### config.mk
export PLATFORM = sky130hd
export DESIGN_NAME = ifetch_stage
export DESIGN_NICKNAME = d
export VERILOG_FILES = /design/src/rtl/ifetch_stage.sv
export SDC_FILE = /design/constraint.sdc
export NUM_CORES = 1
export LEC_CHECK = 0
export ABC_CLOCK_PERIOD_IN_PS = 4850
export CAP_MARGIN = 20
export CORE_ASPECT_RATIO = 0.7
export CORE_MARGIN = 2
export CORE_UTILIZATION = 50
export DETAILED_ROUTE_END_ITERATION = 12
export PLACE_DENSITY = 0.81
export REMOVE_ABC_BUFFERS = 1
export SLEW_MARGIN = 20
export SYNTH_ARGS = -nofsm -noshare
export SYNTH_HDL_FRONTEND = slang
export SYNTH_SLANG_ARGS = --single-unit
### constraint.sdc
create_clock -name clk -period 4.85 [get_ports clk]
set_input_delay 0.7275 -clock clk [delete_from_list [all_inputs] [get_ports clk]]
set_output_delay 0.7275 -clock clk [all_outputs]
set_load 0.05 [all_outputs]
### src/rtl/ifetch_stage.sv
// ---------------------------------------------------------------------------
// ifetch_stage
//   Instruction-fetch stage of the five-stage RISC-V pipeline. Owns the fetch
//   PC, addresses a synchronous instruction ROM with a one-cycle read latency,
//   and holds the IF/ID pipeline register consumed by decode.
//
//   Update priority on each rising edge: flush > stall > normal advance.
//   A flush restarts fetch at redirect_pc (word aligned) and squashes both the
//   ROM read in flight and the IF/ID contents, so two bubbles reach decode.
//
// Ports
//   clk          sole clock, rising edge
//   rst_n        asynchronous active-low reset
//   stall        hold PC, in-flight read and IF/ID register this cycle
//   flush        redirect fetch and squash in-flight / IF/ID contents
//   redirect_pc  redirect target, sampled when flush = 1
//   irom_addr    IROM word address (combinational)
//   irom_data    IROM data for the address presented at the previous edge
//   ID_inst      instruction handed to decode (NOP_INST when a bubble)
//   ID_pc        PC of ID_inst
//   ID_pc4       ID_pc + 4
//   ID_valid     ID_inst is a real instruction, not a bubble
// ---------------------------------------------------------------------------
module ifetch_stage #(
  parameter logic [31:0] RESET_PC = 32'h0000_0000,
  parameter int          ADDR_W   = 14,
  parameter logic [31:0] NOP_INST = 32'h0000_0013
) (
  input  logic              clk,
  input  logic              rst_n,
  input  logic              stall,
  input  logic              flush,
  input  logic [31:0]       redirect_pc,
  output logic [ADDR_W-1:0] irom_addr,
  input  logic [31:0]       irom_data,
  output logic [31:0]       ID_inst,
  output logic [31:0]       ID_pc,
  output logic [31:0]       ID_pc4,
  output logic              ID_valid
);

  // Fetch PC and the ROM read currently in flight.
  logic [31:0] pc_f_q, pc_f_d;
  logic [31:0] pc_d_q, pc_d_d;
  logic        d_valid_q, d_valid_d;

  // IF/ID pipeline register.
  logic [31:0] id_inst_q, id_inst_d;
  logic [31:0] id_pc_q, id_pc_d;
  logic [31:0] id_pc4_q, id_pc4_d;
  logic        id_valid_q, id_valid_d;

  // The low two bits of a redirect target are discarded.
  logic [31:0] redirect_aligned;
  assign redirect_aligned = redirect_pc & ~32'h0000_0003;

  // Next-state logic.
  // NOTE: every signal is given a default (its current value) before the
  // branches, so no path leaves it unassigned and no latch is inferred.
  always_comb begin
    pc_f_d     = pc_f_q;
    pc_d_d     = pc_d_q;
    d_valid_d  = d_valid_q;
    id_inst_d  = id_inst_q;
    id_pc_d    = id_pc_q;
    id_pc4_d   = id_pc4_q;
    id_valid_d = id_valid_q;

    if (flush) begin
      // ID_pc / ID_pc4 intentionally hold; only validity and the word change.
      pc_f_d     = redirect_aligned;
      d_valid_d  = 1'b0;
      id_inst_d  = NOP_INST;
      id_valid_d = 1'b0;
    end else if (!stall) begin
      pc_f_d     = pc_f_q + 32'd4;
      pc_d_d     = pc_f_q;
      d_valid_d  = 1'b1;
      id_inst_d  = d_valid_q ? irom_data : NOP_INST;
      id_pc_d    = pc_d_q;
      id_pc4_d   = pc_d_q + 32'd4;
      id_valid_d = d_valid_q;
    end
  end

  // State registers.
  // NOTE: sequential state uses non-blocking assignments so every register
  // samples the pre-edge values, independent of statement order.
  always_ff @(posedge clk or negedge rst_n) begin
    if (!rst_n) begin
      pc_f_q     <= RESET_PC;
      pc_d_q     <= 32'd0;
      d_valid_q  <= 1'b0;
      id_inst_q  <= NOP_INST;
      id_pc_q    <= 32'd0;
      id_pc4_q   <= 32'd0;
      id_valid_q <= 1'b0;
    end else begin
      pc_f_q     <= pc_f_d;
      pc_d_q     <= pc_d_d;
      d_valid_q  <= d_valid_d;
      id_inst_q  <= id_inst_d;
      id_pc_q    <= id_pc_d;
      id_pc4_q   <= id_pc4_d;
      id_valid_q <= id_valid_d;
    end
  end

  // IROM address. During a stall the in-flight address is replayed so the
  // ROM output register keeps presenting mem[pc_d] and nothing is lost when
  // the stall releases. While reset is held the reset PC is presented even
  // if stall happens to be asserted.
  always_comb begin
    irom_addr = pc_f_q[ADDR_W+1:2];
    if (!rst_n) begin
      irom_addr = RESET_PC[ADDR_W+1:2];
    end else if (stall && !flush) begin
      irom_addr = pc_d_q[ADDR_W+1:2];
    end
  end

  assign ID_inst  = id_inst_q;
  assign ID_pc    = id_pc_q;
  assign ID_pc4   = id_pc4_q;
  assign ID_valid = id_valid_q;

endmodule

==> results.toml <==
[setup_path]
worstPathArrival_ns = 3.09
max_stage_delay_ns = 0.83
cp-start-kind = "primary input"
critPathKind = "in2out"
cp-end-kind = "primary output"
critPathMaxFanout = 20
worstPathRequired_ns = 4.12
crit_top_cell = "clkdlybuf4s50_1"
timing.critical_path.cells = "clkdlybuf4s50_1, nor2b_4, buf_4, nand2_1, a21boi_0, clkdlybuf4s50_1"
cp_slowest_cell = "clkdlybuf4s50_1"

[routing]
drc = 0
via_per_inst = 5.20
wl_um = 17500
ant_nets = 0
drt_iter0_drc = 325
drtPass1Iterations = 5
vias = 5778
wire_per_inst_um = 15.8

[die]
num_io_pins = 179
die_x_um = 146
core_area_um2 = 13900
fp.dieH_um = 104
rows = 36
dieArea_um2 = 15100
initial_core_util_pct = 51.0

[pwr]
combPwrFrac_pct = 25.0
power.density_nw_per_um2 = 404
p_leak_nw = 4.21
intPower_mw = 2.45
power_frac_clock_pct = 33.0
ir_drop_uv = 272
p_total_mw = 3.81
p_sw_share_pct = 35.7
netSwitchingPower_mw = 1.36
seqPwrFrac_pct = 42.1

[synthesis]
synth_area_um2 = 7070
synth-seq-cells = 154
synth_cell_types = 45
synth_largest_area_cell = "dfrtp_1"
postSynthAreaPerCell_um2 = 9.33
synth_edf_count = 0
ys_seq_area_share_pct = 54.5
synth_area_leaders = "dfrtp_1 53%, nand2_1 15%, xor2_1 4.3%"
yosysWarnings = 0
ys_async_sr_fraction_pct = 100
synth_cells = 758
synth_top_area_share_pct = 53.4
synth_flop_cell = "dfrtp_1"

[timing]
fin_crit_ns = 3.81
fin_worst_skew_ns = 0.0128
whs_ns = 0.313
grt_setup_unrepaired = "false"
worst_pin_slew_ns = 0.999
finalHoldViolCount = 0
period_share_pct = 78.6
setup_viol = 0
relSlewSlack_pct = 32.8
slew_violations = 0
tns_ns = 0
max_freq_ghz = 0.262

[final_layout]
fin_nets = 978
drive_above_1_share_pct = 6.84
area_growth_pct = 33.4
diodes = 0
fin_area_um2 = 9440
finalNonFillerCells = 1111

[placed_design]
io_buffers = 172
dp_cells = 1079
hpwl_um = 12200
placed_area_um2 = 8870
gp_congestion = 0.804

[clocking]
ctsHoldBuffers = 0
ctsResizeCount = 0
insertion_delay_ns = 0.42
postCtsSetupRepairBufs = 0
cts.sinks = 154
cts_tree = "built"
cts_buffers = 17
ctsLongestPathBuffers = 2
clk_pin_slew_ns = 0.07
cts_max_level = 4
clock_tree.root_cell = "clkbuf_16"

[grt]
grt_pass1_vias = 5461
track_usage_pct = 23.6
grt_pass1_wl_um = 28600
antenna_found_initial = 0
grt_overflow = 0
grt_max_degree = 79

[status]
status = "finished clean"

[flow_run]
max-cap-violations = 0

[worst_hold_path]
worst_hold_path_type = "in2async"
-- layer usage --
metal	part of all wire [%]	wire (um)	global-route usage, %
met1	48	8480	35.2
met2	44	7800	34.9
met3	6.0	1050	6.48
met4	1.1	198	5.34
met5	0	0	0
-- critical path: cells and delay by family --
kind                   cells  cell delay, ns
and+or+nand+nor            2            0.56
buffers and inverters      3            1.63
AOI/OAI and AO/OA          1            0.15
-- cells in the mapped netlist, types with 3 or more instances --
cell and instances:
mux2_2 3, o21ai_0 55, and4_1 7, xor2_1 35
buf_1 5, a21boi_0 14, nor2_1 16, dfstp_2 3
nand3_1 24, or3_1 3, nand4_1 11, inv_1 5
a22o_1 29, nand2_1 282, nor3_1 6, nand3_2 4
xnor2_1 18, buf_2 9, buf_4 5, nor4_4 3
clkbuf_1 30, dfrtp_1 151, buf_6 3, and3_1 9
o22a_1 3
-- placed cells by master (no fill, tap or decap), types with 17 or more instances in the layout --
cell type and instances:
xnor2_1 18, clkbuf_16 17, xor2_1 35, a22o_1 29
o21ai_0 55, nand2_1 282, dfrtp_1 151, nand3_1 24
clkdlybuf4s50_1 170
-- power groups by stage --
stage | sequential (mW) | clock (mW) | combinational, mW
after floorplan | 1.93 | 0 | 0.248
after global placement | 1.62 | 0 | 0.939
after detailed placement | 1.62 | 0 | 0.956
after CTS | 1.60 | 1.28 | 0.962
after global routing | 1.63 | 1.33 | 1.01
final | 1.60 | 1.26 | 0.952
-- path summary, 6_finish.rpt --
kind / cells after the start / start / endpoint / slack (ns)
worst min register to register: 2 / ID_pc[13]$_DFFE_PN0P_ / ID_pc[13]$_DFFE_PN0P_ / 0.47
worst max-delay path: 6 / stall / irom_addr[4] / 1.04
worst max register to register: 5 / pc_f_q[11]$_DFFE_PN0N_ / pc_f_q[29]$_DFFE_PN0N_ / 2.46
worst min-delay path: 1 / rst_n / ID_pc[9]$_DFFE_PN0P_ / 0.31
min in group clk: 2 / ID_pc[13]$_DFFE_PN0P_ / ID_pc[13]$_DFFE_PN0P_ / 0.47
max in group asynchronous: 2 / rst_n / ID_pc4[30]$_DFFE_PN0P_ / 3.28
-- layout make-up --
type                       instances  area [um^2]
timing repair buffer             180         1780
tap                              190          238
fill                            1123         4440
inverter                           5         18.8
clock inverter                    14          130
sequential                       154         3860
multi-input combinational        550         2980
clock buffer                      18          429
-- state kept, by name, indices dropped and copies added (netlist names) --
name / flops
ID_inst: 32
ID_pc: 30
ID_valid: 1
pc_d_q: 30
d_valid_q: 1
ID_pc4: 30
pc_f_q: 30
-- metrics by stage --
stage                     util, %  setup WS [ns]
after floorplan                 -          0.647
after global placement       63.9           1.01
after detailed placement     63.9           1.03
after CTS                    68.0           1.03
after global routing         68.0          0.860
final                        68.0           1.04
-- logic make-up (layout without fill, tap and decap cells) --
kind of cell	after synthesis	in the layout	synth area share (%)
AO/OA/AOI/OAI	107	107	9.89
XOR/XNOR	53	53	6.56
adder cells (fa/ha/maj)	2	2	0.354
buffers and inverters	57	217	3.77
flip-flops	154	154	54.5
multiplexers	4	4	0.619
other	1	4	0.0530
AND/OR/NAND/NOR	380	380	24.2
No activity file was read; power rests on OpenSTA's default activity.
